**src/rtl/keypad_scanner.sv**
```systemverilog
// keypad_scanner: 4x4 matrix keypad scanner with row synchronizer, press/release
// debounce and a registered key code with a one-cycle valid pulse.
//
// Ports:
//   clk        in   system clock (1.5 MHz)
//   reset      in   asynchronous active-low reset
//   rows[3:0]  in   keypad rows, active-low, asynchronous to clk
//   cols[3:0]  out  keypad columns, active-low, exactly one bit low
//   key[3:0]   out  code of the last accepted key
//   key_valid  out  one-cycle pulse when a press is accepted
//   key_held   out  high while the accepted key is still down
//
// Build option: define KEYPAD_HEX_MAP_EN to report the printed hex legend of the
// key instead of the raw {row, col} code.
module keypad_scanner #(
    parameter int SCAN_DIV        = 1500,
    parameter int DEBOUNCE_CYCLES = 30000
) (
    input  logic       clk,
    input  logic       reset,
    input  logic [3:0] rows,
    output logic [3:0] cols,
    output logic [3:0] key,
    output logic       key_valid,
    output logic       key_held
);
    localparam int CNT_MAX = (SCAN_DIV > DEBOUNCE_CYCLES) ? SCAN_DIV : DEBOUNCE_CYCLES;
    localparam int CW = $clog2(CNT_MAX + 1);
    localparam logic [CW-1:0] SCAN_LAST = CW'(SCAN_DIV - 1);
    localparam logic [CW-1:0] DB_LAST = CW'(DEBOUNCE_CYCLES - 1);
    localparam logic [1:0] S_SCAN = 2'd0, S_DEBOUNCE = 2'd1, S_HELD = 2'd2, S_RELEASE = 2'd3;
`ifdef KEYPAD_HEX_MAP_EN
    // nibble {row, col} holds the legend printed on that key
    localparam logic [63:0] HEX_MAP = 64'hDEF0_C987_B654_A321;
`endif

    logic [3:0]    r_sync1, r_sync2;
    logic [1:0]    r_state, r_col, r_row;
    logic [CW-1:0] r_cnt;
    logic [1:0]    w_first_row;
    logic          w_row_low, w_any_low, w_scan_end, w_db_end;
    logic [3:0]    w_key_code, w_next_cols;

    assign w_any_low   = r_sync2 != 4'hF;
    // lowest-index low row wins when several keys share the column
    assign w_first_row = !r_sync2[0] ? 2'd0 : !r_sync2[1] ? 2'd1 : !r_sync2[2] ? 2'd2 : 2'd3;
    assign w_row_low   = !r_sync2[r_row];
    assign w_scan_end  = r_cnt == SCAN_LAST;
    assign w_db_end    = r_cnt == DB_LAST;
    assign w_next_cols = {cols[2:0], cols[3]};
`ifdef KEYPAD_HEX_MAP_EN
    assign w_key_code  = HEX_MAP[{r_row, r_col, 2'b00} +: 4];
`else
    assign w_key_code  = {r_row, r_col};
`endif

    always_ff @(posedge clk or negedge reset)
        if (!reset) {r_sync2, r_sync1} <= 8'hFF;
        else {r_sync2, r_sync1} <= {r_sync1, rows};

    always_ff @(posedge clk or negedge reset) begin
        if (!reset) begin
            r_state   <= S_SCAN;
            r_cnt     <= '0;
            r_col     <= 2'd0;
            r_row     <= 2'd0;
            cols      <= 4'b1110;
            key       <= 4'd0;
            key_valid <= 1'b0;
            key_held  <= 1'b0;
        end else begin
            key_valid <= 1'b0;
            case (r_state)
                S_SCAN:
                    if (!w_scan_end) r_cnt <= r_cnt + CW'(1);
                    else begin
                        r_cnt <= '0;
                        if (w_any_low) begin
                            r_row   <= w_first_row;
                            r_state <= S_DEBOUNCE;
                        end else begin
                            r_col <= r_col + 2'd1;
                            cols  <= w_next_cols;
                        end
                    end
                S_DEBOUNCE:
                    if (!w_row_low) begin
                        r_state <= S_SCAN;
                        r_cnt   <= '0;
                        r_col   <= r_col + 2'd1;
                        cols    <= w_next_cols;
                    end else if (w_db_end) begin
                        r_state   <= S_HELD;
                        r_cnt     <= '0;
                        key       <= w_key_code;
                        key_valid <= 1'b1;
                        key_held  <= 1'b1;
                    end else r_cnt <= r_cnt + CW'(1);
                S_HELD:
                    if (!w_row_low) begin
                        r_state <= S_RELEASE;
                        r_cnt   <= '0;
                    end
                S_RELEASE:
                    if (w_row_low) begin
                        r_state <= S_HELD;
                        r_cnt   <= '0;
                    end else if (w_db_end) begin
                        r_state  <= S_SCAN;
                        r_cnt    <= '0;
                        r_col    <= r_col + 2'd1;
                        cols     <= w_next_cols;
                        key_held <= 1'b0;
                    end else r_cnt <= r_cnt + CW'(1);
            endcase
        end
    end
endmodule

```
**config.mk**
```make
export PLATFORM = sky130hd
export DESIGN_NAME = keypad_scanner
export DESIGN_NICKNAME = d
export VERILOG_FILES = /design/src/rtl/keypad_scanner.sv
export SDC_FILE = /design/constraint.sdc
export NUM_CORES = 1
export LEC_CHECK = 0
export ABC_CLOCK_PERIOD_IN_PS = 3400
export CAP_MARGIN = 20
export CORE_MARGIN = 3
export CORE_UTILIZATION = 34
export CTS_CLUSTER_DIAMETER = 80
export CTS_CLUSTER_SIZE = 20
export DETAILED_ROUTE_END_ITERATION = 8
export DONT_BUFFER_PORTS = 1
export GPL_TIMING_DRIVEN = 0
export PLACE_DENSITY_LB_ADDON = 0.12
export SLEW_MARGIN = 10
export SYNTH_ARGS = -nofsm -noshare
export SYNTH_HDL_FRONTEND = slang
export SYNTH_SLANG_ARGS = --single-unit
```
**constraint.sdc**
```tcl
create_clock -name clk -period 3.4 [get_ports clk]
set_input_delay 0.68 -clock clk [delete_from_list [all_inputs] [get_ports clk]]
set_output_delay 0.68 -clock clk [all_outputs]
set_load 0.01 [all_outputs]
```
---- Word-level counts from Yosys, hierarchy flattened ----
Index checks and enable logic that the tools add are counted.
storage, ports and cells
  latch bits .............................. 0
  logic and storage cells ................. 78
  bits in writable memories ............... 0
  output and inout port bits .............. 10
  input bits .............................. 6
  bits in registers ....................... 39
  memories kept ........................... 0
  bits in read-only memories .............. 0
operators by class
  equal/unequal tests ..................... 17
  add/subtract/negate cells ............... 2
  multiplexer cells ....................... 39
  reduce and logical (&&, ||, !) cells .... 8
  bitwise operators ....................... 1
  shift operators ......................... 0
  $lt $le $gt $ge ......................... 1
  $mul .................................... 0
  div/mod/pow operators ................... 0
operators by type and width
  operator               count
  $mux 15                5
  $pmux 15 s4            1
  $mux 2                 14
  $mux 4                 5
  $ne 2x2->1 const B     9
  $add 15x1->15 const B  1
  $eq 15x11->1 const B   1
  $eq 15x15->1 const B   1
  $pmux 4 s3             1
  $reduce_and 5->1       2
  $mux 1                 9
  $pmux 2 s4             1
  $ne 3x3->1 const B     2
  $pmux 2 s3             1
  $reduce_and 3->1       2
  $reduce_and 6->1       1
  $eq 2x2->1 const B     2
  $ne 4x4->1 const B     1
  $lt 2x3->1 const B     1
  $reduce_bool 3->1      1
  $add 2x1->2 const B    1
  $bmux 1 s2             1
  $eq 2x1->1 const B     1
  $logic_not 2->1        1
  other kinds (3)        3

---- Logic depth before layout (Yosys ltp) ----
  word-level depth ........................ 4
  gate-level depth with buffers ........... 7

---- Worst setup path after synthesis ----
No wires, ideal clock.
  kind .................................... reg2reg
  from .................................... reg r_row[0]
  to ...................................... reg cols[0]
  path buffers ............................ 0
  stages on the path, launching flop included .. 6
  arrival ................................. 1.662 ns
  data required time ...................... 3.275 ns
  setup time .............................. 0.125 ns
  setup slack ............................. 1.614 ns
  cell sequence ........................... dfrtp_1 mux4_2 inv_1 o22ai_1 nor2_4 mux2_2
between the ends
  longest elaborated chain between the ends .. 4
  elaborated cells on any way between the ends .. 5
  those cells by class .................... 2 x eq/ne; 2 x mux; 1 x reduce/logical
RTL lines
  element                              RTL line  text
  start: declaration                   38        logic [1:0] r_state, r_col, r_row;
  start signal: assignment             79        r_row <= w_first_row;
  $bmux 1 s2 *                         47        assign w_row_low = !r_sync2[r_row];
  $mux 1 (implied by the code) *       47
  $ne 2x2->1 (no source line)          --
  $reduce_and 6->1 (no source line) *  --
  end signal: assignment               83        cols <= w_next_cols;
  end signal: assignment               91        cols <= w_next_cols;
  end signal: assignment               112       cols <= w_next_cols;
  end: declaration                     22        output logic [3:0] cols,
Every way passes the cells marked *; elsewhere a longest branch is shown, timed or not. The select of a mux whose other input is x is not followed.
A chain may end at the register's enable or synchronous reset.

---- Worst setup path after layout ----
  from .................................... reg r_cnt[0]
  to ...................................... reg r_cnt[2]
between the ends
  longest elaborated chain between the ends .. 4
  elaborated cells on any way between the ends .. 8
  those cells by class .................... 1 x add/sub; 2 x eq/ne; 5 x mux
RTL lines
  element                                               RTL line  text
  start: declaration                                    39        logic [CW-1:0] r_cnt;
  start signal: assignment                              75        if (!w_scan_end) r_cnt <= r_cnt + CW'(1);
  start signal: assignment                              98        end else r_cnt <= r_cnt + CW'(1);
  start signal: assignment                              114       end else r_cnt <= r_cnt + CW'(1);
  $add 15x1->15 / $eq 15x15->1 (equally long branches)  --
  $mux 15                                               92, 108
  $mux 15, on equally long branches                     105, 87
  $pmux 15 s4 *                                         73        case (r_state)
Every way passes the cells marked *; elsewhere a longest branch is shown, timed or not.

==> run summary <==
OUTCOME
---------------------------------------------------------------------------------
Status                                                               finished, final reports clean

DETAILED ROUTING
---------------------------------------------------------------------------------
Uppermost routed layer                                                       met4
Remaining antenna violation count after routing                                 0
Vias per std cell                                                            5.12
Drt first pass iters                                                            4
DR iter-0 viols                                                                75
Wire length on met2                                                       1.54 mm
WL per Instance                                                           14.6 um
Wire length on met3                                                        170 um
Post-Route M1 WL                                                          1.63 mm
Via count                                                                    1178
Post-detailed-routing wire length                                         3.37 mm
Total DRC errors in the routed layout                                           0

LAYOUT
---------------------------------------------------------------------------------
Share of cells above drive strength 1                                       22.7%
Number of diodes                                                                0
Layout-stage area growth over the synthesis result                          11.2%
Post-layout net count                                                         169
Final Cell Area                                                        1970 sq um
Total of fill cells in the finished design                                    489

YOSYS
---------------------------------------------------------------------------------
Cell types occupying the most area after synthesis                   sky130_fd_sc_hd__dfrtp_1 39%, sky130_fd_sc_hd__dfstp_2 16%, sky130_fd_sc_hd__xor2_1 5.9%, sky130_fd_sc_hd__mux2_2 5.1%, sky130_fd_sc_hd__nor2_1 4.9%
Top-area cell type share of the netlist area                                39.5%
Most used standard cells in the synthesized netlist                  28 x sky130_fd_sc_hd__dfrtp_1, 23 x sky130_fd_sc_hd__nor2_1, 12 x sky130_fd_sc_hd__xor2_1
Register bit count reported by yosys                                           39
Mapped cell area                                                       1770 sq um
Most used standard cell by instance count after synthesis            sky130_fd_sc_hd__dfrtp_1
Syn Inst Count                                                                155
Unique cell type count in the Yosys netlist                                    38
Mean cell area of the mapped netlist                                   11.4 sq um
Library cell occupying the most area in the post-synthesis netlist   sky130_fd_sc_hd__dfrtp_1
Share of synthesized area occupied by flip-flops and latches                55.8%
Number of enable flip-flop cells after synthesis                                0
Share of async-settable or async-resettable flops after synthesis            100%
Net Count, Synth                                                              162
Warnings from Yosys                                                             0
Commonest register cell after synthesis                              sky130_fd_sc_hd__dfrtp_1

TIMING
---------------------------------------------------------------------------------
Fmax                                                                      482 MHz
Actual transition at the worst max-transition pin                          471 ps
Total Neg Setup Slack                                                        0 ps
Post-route clock skew                                                     7.58 ps
Shortest period the worst path allows                                     2080 ps
Period utilization                                                          61.1%
Final worst setup slack                                                   1320 ps
RSZ-0062 raised after global routing                                        false
Count of pins over their slew limit                                             0
Hold_ws                                                                   78.1 ps
Final hold violation count                                                      0
Setup Viol. Count Final                                                         0
Slew margin rel.                                                            68.3%

PWR
---------------------------------------------------------------------------------
Cell leakage power                                                       0.866 nW
Total power per unit cell area                                        440 nW/um^2
Maximum VDD drop                                                         0.379 mV

GLOBAL ROUTE
---------------------------------------------------------------------------------
Wire length of the first global-routing pass                              6.01 mm
Largest net degree at the start of global routing                              40
Grt ovf                                                                         0
Global routing usage summed across all routing layers                       12.4%
Number of global-route vias before repair                                    1202
Antenna violations before repair                                                0

PLACE
---------------------------------------------------------------------------------
Number of input and output port buffers inserted                                0
Routability congestion estimate from global placement                       0.774
Half-perimeter wire length after placement                                2.43 mm
Instance area after placement                                          1860 sq um
Post-Place Setup Slack                                                    1380 ps

CTS
---------------------------------------------------------------------------------
CTS H-Tree Depth                                                                2
Number of instances resized during post-cts repair                              0
Number of buffers added by the clock tree synthesis step                        5
Clock tree from TritonCTS                                                   built
CTS root buffer                                                      sky130_fd_sc_hd__clkbuf_8
Number of sinks handled by clock tree synthesis                                39
Setup fix buffers added after clock tree synthesis                              0
Cts-stage hold buffer count                                                     0
Buffer levels on the longest clock path                                         2
Clk_lat worst skew                                                         280 ps
CTS clock-pin slew for the worst setup and hold paths                       80 ps

CRITICAL PATH
---------------------------------------------------------------------------------
Beginning of the worst register-to-register path                         r_cnt[0]
Worst reg2reg path depth                                                        7
List of cells traversed by the critical path                         ha_1 > and4bb_2 > nand4_1 > a22oi_1 > o221a_2 > buf_6 > nor2_1
Cell with the largest stage delay on the worst path                  sky130_fd_sc_hd__dfrtp_1
Worst setup EP type                                                          flop
Worst Path Arrival                                                        2250 ps
WP data required                                                          3570 ps
CP Max Fanout                                                                  10
Max incr delay on CP                                                       410 ps
R2r setup slk                                                             1320 ps
Nature of the critical path startpoint                                       flop
Worst reg2reg path endpoint                                              r_cnt[2]
Type of the setup path with the least slack                               reg2reg

DIE
---------------------------------------------------------------------------------
Starting density of the core                                                36.4%
Die width                                                                 78.2 um
Top-level I/O count                                                            16
Std-Cell Rows                                                                  25
Chip Height                                                               78.2 um
Area enclosed by the die boundary                                      6120 sq um
Standard cell core area                                                4880 sq um

JOB
---------------------------------------------------------------------------------
Count of maximum capacitance violations                                         0

MIN PATH
---------------------------------------------------------------------------------
Min-delay worst type                                                     in2async

-- layout make-up --
cell class | instances | area, sq um | area share (%)
buffer | 3 | 26.3 | 1.33
clock buffer | 5 | 68.8 | 3.49
clock inverter | 3 | 46.3 | 2.35
inverter | 4 | 15.0 | 0.761
multi-input combinational | 109 | 743 | 37.7
sequential | 39 | 990 | 50.2
tap | 67 | 83.8 | 4.25
-- layer usage --
metal | GRT usage [%] | vias up
met1 | 17.9 | 588
met2 | 18.0 | 27
met3 | 3.56 | 2
li1 | - | 561
met5 | 0 | -
met4 | 3.67 | 0
-- how the worst max path moves through the flow --
stage,startpoint,to,slack (ps),cells after the start
2_1_floorplan,r_row[0],cols[0],1610,5
3_3_place_gp,r_cnt[0],r_cnt[12],1420,7
3_5_place_dp,r_cnt[0],r_cnt[14],1380,7
4_1_cts,r_cnt[0],r_cnt[2],1350,7
5_1_grt,r_cnt[0],r_cnt[12],1170,7
6_report,r_cnt[0],r_cnt[2],1320,7
-- registers in the layout, indices dropped and copies added, names as in the netlist, named ones only --
signal	flops
key_valid	1
key_held	1
r_cnt	15
r_sync1	4
r_col	2
r_state	1
r_row	2
r_sync2	4
key	4
cols	4
-- logic make-up (layout without fill, tap and decap cells) --
| kind of cell | Yosys count | after routing | synth area share [%] |
|---|---|---|---|
| AND/OR/NAND/NOR | 66 | 66 | 20.2 |
| flip-flops | 39 | 39 | 55.8 |
| AO/OA/AOI/OAI | 18 | 18 | 7.26 |
| XOR/XNOR | 15 | 15 | 7.41 |
| multiplexers | 9 | 9 | 6.35 |
| buffers and inverters | 7 | 15 | 2.33 |
| adder cells (fa/ha/maj) | 1 | 1 | 0.705 |
-- where the power goes --
part	total, mW	internal [mW]	switching, mW
Combinational	0.00727	0.00273	0.00454
Clock	0.387	0.221	0.166
Sequential	0.475	0.473	0.00267
Total	0.869	0.696	0.173
-- through the flow --
stage | total power, mW | cells | util (%)
finish | 0.869 | 230 | 40.4
global route | 0.904 | 230 | 40.4
CTS | 0.882 | 230 | 40.4
detailed placement | 0.491 | 222 | 38.1
global placement | 0.491 | 222 | 38.1
floorplan | 0.489 | 155 | -
-- worst max-delay path: cells and delay by family (launching register included) --
family	cells	cell delay (ps)
AO/OA/AOI/OAI	2	610
buffers and inverters	1	160
flip-flops	1	410
adder cells (fa/ha/maj)	1	230
AND/OR/NAND/NOR	3	560
-- cells in the final DEF (no fill, tap or decap), drive strengths merged, types with 4 or more instances in the layout --
master / count
nand2: 11
nor2: 25
nor3: 4
clkbuf: 6
dfstp: 11
o21ai: 7
nand3: 7
mux2: 8
dfrtp: 28
inv: 5
xor2: 12
nand4: 7
Note: power is estimated with default switching activity, not from simulation.
